--- config.mk ---
export PLATFORM = sky130hd
export DESIGN_NAME = tx_arbiter
export DESIGN_NICKNAME = d
export VERILOG_FILES = /design/src/rtl/tx_arbiter.sv
export SDC_FILE = /design/constraint.sdc
export NUM_CORES = 1
export LEC_CHECK = 0
export ABC_AREA = 1
export CORE_ASPECT_RATIO = 0.6
export CORE_MARGIN = 2
export CORE_UTILIZATION = 30
export CTS_CLUSTER_SIZE = 40
export DETAILED_ROUTE_END_ITERATION = 6
export SLEW_MARGIN = 0
export SYNTH_ARGS = -nofsm -noshare
export SYNTH_HDL_FRONTEND = slang
export SYNTH_SLANG_ARGS = --single-unit
--- constraint.sdc ---
create_clock -name clk -period 2 [get_ports clk]
set_clock_uncertainty 0.05 [all_clocks]
set_input_delay 0.4 -clock clk [delete_from_list [all_inputs] [get_ports clk]]
set_output_delay 0.4 -clock clk [all_outputs]
set_load 0.005 [all_outputs]
--- src/rtl/tx_arbiter.sv ---
// rtl/tx_arbiter.sv - round-robin two-source transmit scheduler in front of rgmii_tx
module tx_arbiter #(
    parameter int IFG_CYCLES = 12,
    parameter int MAX_BYTES  = 1500
) (
    input  logic             clk,
    input  logic             rst,
    input  logic [1:0]       s_req,
    input  logic [1:0][47:0] s_dest,
    input  logic [1:0][15:0] s_ethertype,
    input  logic [1:0]       s_ovalid,
    input  logic [1:0][7:0]  s_dout,
    output logic [1:0]       s_en,
    output logic [1:0]       s_done,
    output logic [1:0]       s_abort,
    output logic             tx_txen,
    output logic [7:0]       tx_txd,
    output logic [47:0]      tx_dest,
    output logic [15:0]      tx_ethertype,
    input  logic             tx_send_next,
    output logic             busy
);
    typedef enum logic [1:0] {IDLE, STREAM, GAP} state_t;

    localparam logic [10:0] MAX_CNT  = 11'(MAX_BYTES);
    localparam logic [7:0]  GAP_LOAD = 8'(IFG_CYCLES - 1);

    state_t      state;
    logic        grant;
    logic        last_grant;
    logic [10:0] byte_cnt;
    logic [7:0]  gap_cnt;
    logic        pick;
    logic        cur_valid;
    logic        limit_hit;

    // On a tie the source that did not win last time goes first.
    always_comb begin
        pick      = (s_req == 2'b11) ? ~last_grant : s_req[1];
        cur_valid = s_ovalid[grant];
        limit_hit = cur_valid && (byte_cnt == MAX_CNT);
        s_en      = 2'b00;
        if (state == STREAM && !limit_hit) begin
            s_en[grant] = tx_send_next;
        end
    end

    assign busy = (state != IDLE);

    always_ff @(posedge clk or negedge rst) begin
        if (!rst) begin
            state        <= IDLE;
            grant        <= 1'b0;
            last_grant   <= 1'b1;
            byte_cnt     <= '0;
            gap_cnt      <= '0;
            tx_txen      <= 1'b0;
            tx_txd       <= '0;
            tx_dest      <= '0;
            tx_ethertype <= '0;
            s_done       <= 2'b00;
            s_abort      <= 2'b00;
        end else begin
            s_done  <= 2'b00;
            s_abort <= 2'b00;
            case (state)
                IDLE: begin
                    if (|s_req) begin
                        grant        <= pick;
                        last_grant   <= pick;
                        tx_dest      <= s_dest[pick];
                        tx_ethertype <= s_ethertype[pick];
                        tx_txen      <= 1'b1;
                        byte_cnt     <= '0;
                        state        <= STREAM;
                    end
                end
                STREAM: begin
                    // End of frame outranks the watchdog when both coincide.
                    if (!cur_valid) begin
                        tx_txen       <= 1'b0;
                        tx_txd        <= '0;
                        s_done[grant] <= 1'b1;
                        gap_cnt       <= GAP_LOAD;
                        state         <= GAP;
                    end else if (limit_hit) begin
                        tx_txen        <= 1'b0;
                        tx_txd         <= '0;
                        s_abort[grant] <= 1'b1;
                        gap_cnt        <= GAP_LOAD;
                        state          <= GAP;
                    end else if (tx_send_next) begin
                        tx_txd   <= s_dout[grant];
                        byte_cnt <= byte_cnt + 11'd1;
                    end
                end
                GAP: begin
                    if (gap_cnt == 8'd0) begin
                        state <= IDLE;
                    end else begin
                        gap_cnt <= gap_cnt - 8'd1;
                    end
                end
                default: state <= IDLE;
            endcase
        end
    end
endmodule

; ---- After elaboration in Yosys (flattened, before gate mapping)
; Index checks and enable logic that the tools add are counted.
[word_totals]
inputBits = 151
wordCells = 84
regBits = 100
[classes]
order_cmp = 3
n_reduce_logical = 16
addsub = 2
bitwise = 2
muxes = 38
eq_ne = 12
[ops]
columns = cell, n
row1 = 48-bit 2-to-1 mux, 2
row2 = 8-bit 2-to-1 mux, 8
row3 = 11-bit 2-to-1 mux, 4
row4 = 16-bit 2-to-1 mux, 2
row5 = 11-bit one-hot mux with 2 select lines, 1
row6 = 2-bit 2-to-1 mux, 10
row7 = 8-bit one-hot mux with 2 select lines, 1
row8 = "2-bit inequality test, second input constant", 6
row9 = "11-bit by 1-bit adder with 11-bit output, second input constant", 1
row10 = "11-bit equality test, second input constant", 1
row11 = 3-bit AND reduction, 3
row12 = 8-bit zero test, 1
row13 = "8-bit by 1-bit subtractor with 8-bit output, second input constant", 1
row14 = 1-bit 2-to-1 mux, 7
row15 = 2-bit one-hot mux with 3 select lines, 1
row16 = 2-bit nonzero test, 3
row17 = 5-bit AND reduction, 1
row18 = "2-bit equality test, second input constant", 2
row19 = "1-bit by 2-bit less-than comparator with 1-bit output, second input constant", 2
row20 = 2-bit AND reduction, 2
row21 = 1-bit logical AND, 3
row22 = "3-bit by 2-bit inequality test with 1-bit output, second input constant", 1
row23 = "3-bit inequality test, second input constant", 1
row24 = 2-bit bitwise AND, 1
row25 = 8 further kinds, 8

; ---- Depth between registers and ports, before layout
; Gate-level depths: netlist (run 1).
[depth]
ltp_word = 7
depth_mapped = 10
depth_no_buf = 9

; ---- Least setup slack after synthesis (run 1)
; No wires, ideal clock.
[synth_timing]
kind = flip-flop to output port
from = register byte_cnt[0]
to = output port s_en[0]
t_arrival_ns = 1.169
stages_incl_launch_ff = 8
n_path_buf = 0
path_slack_ns = 0.381
path_cell_list = dfrtp_1 -> inv_1 -> ha_1 -> inv_1 -> nor2_1 -> nand4_4 -> nor2_1 -> nor3_1
[synth_via]
elab_chain_cells = 5
[synth_lines]
columns = element, line_no
row1 = start: declaration, 31  ; logic [10:0] byte_cnt;
row2 = start signal: assignment, 94  ; byte_cnt <= byte_cnt + 11'd1;
row3 = 11-bit equality test, 41  ; limit_hit = cur_valid && (byte_cnt == MAX_CNT);
row4 = 1-bit logical AND, 41
row5 = 1-bit zero test, 43  ; if (state == STREAM && !limit_hit) begin
row6 = 1-bit logical AND, 43
row7 = 2-bit 2-to-1 mux, 43
row8 = end: declaration, 13  ; output logic [1:0] s_en,
; Every way passes these cells.

; ---- Worst setup path after layout (run 1)
; Same ends and word-level chain as after synthesis.

==> impl_metrics.ini, run 1 <==
[clocking]
clk_path_buf_depth = 2
tritoncts = yes
clock_latency_ps = 340
cts_root_buf = clkbuf_16
cts.clk_slew.worst_paths_ps = 70
clock-sinks = 100
holdBufCountCts = 0
cts.htree.levels = 3
cts_buffers = 9

[route]
drc = 0
drtIter0Drc = 266
ant_nets = 0
dr.pass1.iters = 4
routed_wl_um = 16900
vias_per_cell = 4.50
vias = 5049
wl_per_cell_um = 15.1

[min_path]
hp-class = input pin to asynchronous set/reset pin

[synth]
synth_cells = 652
yosysTopAreaCellShare_pct = 49.4
synthFlopType = dfrtp_1
ys_seq_area_share_pct = 49.9
synth-seq-cells = 100
synth_area_um2 = 5020
synth.most_common_cell = nand2_1
synthArstFlopShare_pct = 100
yosysTopAreaCell = dfrtp_1
syn_nets = 807
ys_top_cells_by_count = nand2_1, o21ai_1, dfrtp_1, nor2_1, nand3_1
syn_area_per_cell_um2 = 7.70
synth-edff-count = 0
synth_warnings = 0
ys_top_cells_by_area = dfrtp_1, nand2_1, o21ai_1
synth_cell_types = 28

[setup_path]
cp_max_fo = 2
ff2ff_path_depth = 10
start_kind = register
r2r-start = byte_cnt[0]$_DFFE_PN0P_
required_ps = 1550
reg2reg_to = byte_cnt[4]$_DFFE_PN0P_
path_class = register to output pin
crit_path_max_incr_delay_ps = 390
endpoint_kind = output pin
reg2reg_slack_ps = 100
slowest_stage = dfrtp_1
path_cells = inv_2, ha_2, inv_2, nor2_4, nand4_4, nor2_4, nor3_1, buf_2
worstPathArrival_ps = 1470

[power_and_ir_drop]
pwr-share-clk_pct = 17.0
pwr-share-comb_pct = 50.0
peakVddDrop_uv = 563
power.leakage_nw = 3.58
total_power_w = 0.0102
pwr-share-seq_pct = 33.1
power.net_switching_w = 0.00381
internal_power_w = 0.00643
power.density_nw_per_um2 = 1270
swShare_pct = 37.2

[final_layout]
n_antenna_cell = 0
multi_input_area_um2 = 2240
drive_above_1_share_pct = 9.61
fin_area_um2 = 8090
fillers = 1663
fin_nets = 1045
fin_cells = 1123
regArea_um2 = 2500
area_growth_pct = 61.1

[global_routing]
grt_max_degree = 101
grt_pass1_vias = 4966
grt_usage_pct = 19.3
antenna_found_initial = 0
grt_pass1_wl_um = 27000
grt_overflow = 0

[floorplan]
fp-row-count = 36
coreArea_um2 = 16300
die_h_um = 104
die_w_um = 171
start_util_pct = 30.8
die_area_um2 = 17800
ios = 231

[place]
dpl.hpwl_um = 12300
port_buffers = 230
place_inst = 1103
place.gp.congestion = 0.897
dp_slack_ps = -242
postPlaceCellArea_um2 = 7750

[timing]
finalSetupViolCount = 0
period_needed_ps = 1920
post-route-period-util_pct = 96.2
slew_viol_final = 0
worst_pin_slew_ps = 582
maxClockFrequency_mhz = 520
maxSlewHeadroom_pct = 61.2
fin_ws_ps = 75.2
finalHoldViolations = 0

[flow_run]
cap_violations = 0

[run_status]
outcome = finished clean
what timing repair did:
item / 4_1_cts / 5_1_grt
pin swaps: 3 / 2
gates resized for setup: 15 / 1
setup endpoints to repair: 2 / 3
hold endpoints to repair: 0 / 0
buffers inserted: 2 / 2
cell usage in the layout (no fill, tap or decap), drive strengths merged:
master,instances
clkbuf,10
nor2,101
a21oi,2
or2,1
nor3b,3
nand4,10
ha,4
xor2,2
dfstp,1
nand3,47
clkdlybuf4s50,227
clkinv,3
nor3,9
o21ai,132
dfrtp,99
inv,41
buf,36
nand2,167
power groups by stage:
stage | Sequential, W | Combinational [W] | Clock, W
6_report | 0.00339 | 0.00512 | 0.00174
5_1_grt | 0.00351 | 0.00568 | 0.00188
4_1_cts | 0.00339 | 0.00518 | 0.00180
3_5_place_dp | 0.00340 | 0.00513 | 0
3_3_place_gp | 0.00339 | 0.00513 | 0
2_1_floorplan | 0.00345 | 0.00219 | 0
worst max-delay path by stage:
| stage | from | endpoint | slack (ps) | cells after the start |
|---|---|---|---|---|
| after global routing | state[1]$_DFFE_PN0P_ | s_en[0] | -10 | 6 |
| after CTS | byte_cnt[0]$_DFFE_PN0P_ | s_en[0] | 20 | 8 |
| after floorplan | byte_cnt[0]$_DFFE_PN0P_ | s_en[0] | 380 | 7 |
| after detailed placement | s_ovalid[1] | s_en[0] | -240 | 7 |
| final | byte_cnt[0]$_DFFE_PN0P_ | s_en[0] | 80 | 8 |
| after global placement | tx_send_next | s_en[0] | -230 | 6 |
area by class of cell:
class                   instances  share of cell area [%]
clock buffers                  10                    2.95
inverters                      38                    1.76
well taps                     228                    3.53
multi-input cells             478                    27.7
flip-flops and latches        100                    31.0
repair buffers                263                    32.5
clock inverters                 6                   0.665
flip-flops by register name, summed over array words and instances, names as in the netlist, 2 cells and up:
name,cells
byte_cnt,11
gap_cnt,8
s_abort,2
s_done,2
state,2
tx_dest,48
tx_ethertype,16
tx_txd,8
critical path, delay by kind of cell (launching register included):
family,cells,cell delay (ps)
flops,1,390
buf+inv,3,230
simple gates,4,350
fa+ha+maj,1,170
kinds of logic (layout without fill, tap and decap cells):
group / after synthesis / count (layout) / share of synthesized area (%)
AOI/OAI and AO/OA: 134 / 134 / 13.5
xor gates and xnor gates: 2 / 2 / 0.349
adders and majority gates: 4 / 4 / 0.997
buffers and inverters: 74 / 317 / 6.18
DFF: 100 / 100 / 49.9
and+or+nand+nor: 338 / 338 / 29.1
layer usage:
metal	vias up	wire, um	global-route usage [%]
li1	2601	-	-
met1	2287	8090	27.5
met2	149	7100	27.8
met3	12	1580	7.88
met4	0	161	3.39
met5	-	0	0
stage by stage:
step | setup TNS [ps] | hold WS [ps] | util, %
after floorplan | 0 | 54.4 | -
after global placement | -442 | 408 | 47.5
after detailed placement | -477 | 413 | 47.5
after CTS | 0 | 95.8 | 49.5
after global routing | -10.7 | 108 | 49.6
final | 0 | 44.7 | 49.6
Note: power is estimated with default switching activity, not from simulation.
==> run 2: changes to the inputs <==
Settings changed: RECOVER_POWER set to 50.
==> run 2 against run 1 <==
  * Non-clock buffer count stayed put
  * Sequential power hardly changed
  * Combinational power is 1% lower
  * Power is 0.50% lower
  * First-iteration DRC count is 17% higher
  * Flip-flop and latch count stayed put
  * Utilization is 0.18 points lower
  * Wire length is 0.28% higher
  * Die area stayed put
  * Clock-buffer cell count stayed put
  * Largest power group unchanged
  * Final area is 0.37% lower
  * Sequential share of layout area is 0.12 points higher
==> impl_metrics.ini, run 2 (same netlist as run 1, synthesis figures left out) <==
[final_layout]
top_register = tx_dest
final_common_cell = clkdlybuf4s50_1
drive_above_1_share_pct = 9.39
fillers = 1669
n_antenna_cell = 0
layout_common_cells = clkdlybuf4s50_1, nand2_1, dfrtp_1
fin_nets = 1045
largest_reg_flops = 48
largestRegisters = tx_dest x48, tx_ethertype x16, byte_cnt x11
area_growth_pct = 60.5

[clocking]
tritoncts = yes
clock-sinks = 100
holdBufCountCts = 0
cts.clk_slew.worst_paths_ps = 70
clk_path_buf_depth = 2
cts_buffers = 9
cts.htree.levels = 3
cts_root_buf = clkbuf_16
clock_latency_ps = 340

[place]
dp_slack_ps = -242
place.gp.congestion = 0.897
port_buffers = 230
dpl.hpwl_um = 12300

[power_and_ir_drop]
peakVddDrop_uv = 559
internal_power_w = 0.00640
power.leakage_nw = 3.57
power.density_nw_per_um2 = 1260
pwr-share-clk_pct = 17.1
swShare_pct = 37.2
pwr-share-seq_pct = 33.2
total_power_w = 0.0102
pwr-share-comb_pct = 49.7
power.net_switching_w = 0.00379

[run_status]
outcome = finished clean

[timing]
finalHoldViolations = 0
period_needed_ps = 1920
post-route-period-util_pct = 96.2
finalSetupViolCount = 0
fin_ws_ps = 76.3
holdWs_ps = 423
maxSlewHeadroom_pct = 5.08
maxClockFrequency_mhz = 520
worst_pin_slew_ps = 1420
slew_viol_final = 0

[setup_path]
cp_max_fo = 2
startpoint = byte_cnt[0]$_DFFE_PN0P_
path_class = register to output pin
reg2reg_to = byte_cnt[4]$_DFFE_PN0P_
worstPathArrival_ps = 1470
r2r-start = byte_cnt[0]$_DFFE_PN0P_
ff2ff_path_depth = 10
start_kind = register
endpoint_kind = output pin
reg2reg_slack_ps = 110
required_ps = 1550
crit_path_end = s_en[0]

[floorplan]
die_area_um2 = 17800
ios = 231
die_w_um = 171
coreArea_um2 = 16300
start_util_pct = 30.8
die_h_um = 104
fp-row-count = 36

[flow_run]
cap_violations = 0

[global_routing]
grt_usage_pct = 19.3
antenna_found_initial = 0
grt_overflow = 0
grt_max_degree = 101
grt_pass1_vias = 4966
grt_pass1_wl_um = 27000

[route]
dr.pass1.iters = 4
vias_per_cell = 4.54
routed_wl_um = 17000
drtIter0Drc = 311
drc = 0
wl_per_cell_um = 15.1
vias = 5095
ant_nets = 0

[min_path]
timing.hold.worst.start = last_grant$_DFFE_PN1P_
hp-class = register to register
## run 2: cell types whose count changed in the layout (fill, tap and decap cells not counted)
cell             previous run  this run
buf_12                      7         5
buf_4                      27        25
clkbuf_2                    0         1
clkbuf_4                    0         3
clkdlybuf4s50_1           227       226
dlygate4sd3_1               0         1
inv_1                      28        29
inv_2                      10         9
nand2_1                   161       162
nand2_2                     4         3
o21ai_0                    21        52
o21ai_1                   109        78
## run 2: per-layer routing
layer  wire length (um)  share of wire [%]  up-vias  track usage, %
met2               7100                 42      158            27.8
met4                161               0.95        0            3.39
li1                   -                  -     2597               -
met5                  0                  0        -               0
met3               1600                9.4       12            7.88
met1               8130                 48     2328            27.5
## run 2: worst max-delay path, stage by stage (launching register included)
cell	delay, ps
dfrtp_1	390
inv_2	60
ha_2	170
inv_2	50
nor2_4	90
nand4_4	110
nor2_4	100
nor3_1	50
buf_2	120
## run 2: cell type report
type	instances	area, um2	share of cell area (%)
timing repair buffer	263	2600	32.2
clock inverter	6	53.8	0.668
clock buffer	10	239	2.97
tap	228	285	3.54
sequential	100	2500	31.1
inverter	38	143	1.77
multi-input combinational	478	2240	27.7
## run 2: how the worst min path moves through the flow
stage	end	cells past startpoint	slack (ps)
after global routing	tx_dest[26]$_DFFE_PN0P_	2	460
after floorplan	byte_cnt[0]$_DFFE_PN0P_	0	50
final	last_grant$_DFFE_PN1P_	2	420
after global placement	last_grant$_DFFE_PN1P_	2	410
after detailed placement	last_grant$_DFFE_PN1P_	2	410
after CTS	s_done[0]$_DFF_PN0_	2	100
## run 2: timing repair
| action | 4_1_cts | 5_1_grt |
|---|---|---|
| setup buffers | 2 | 2 |
| gates resized for setup | 15 | 1 |
| cloned | 0 | 0 |
| setup endpoints to repair | 2 | 3 |
| pin swaps | 3 | 2 |
| hold endpoints to repair | 0 | 0 |
## run 2: stage by stage
stage	util, %	cell area [um2]	instances	TNS [ps]
after floorplan	-	5020	652	0
after global placement	47.5	7750	1103	-442
after detailed placement	47.5	7750	1103	-477
after CTS	49.5	8070	1121	0
after global routing	49.4	8060	1123	-10.7
final	49.4	8060	1123	0
## run 2: power by group through the flow
stage          Sequential, W  Combinational [W]  Clock (W)
6_report             0.00339            0.00506    0.00174
5_1_grt              0.00351            0.00562    0.00188
4_1_cts              0.00339            0.00518    0.00180
3_5_place_dp         0.00340            0.00513          0
3_3_place_gp         0.00339            0.00513          0
2_1_floorplan        0.00345            0.00219          0
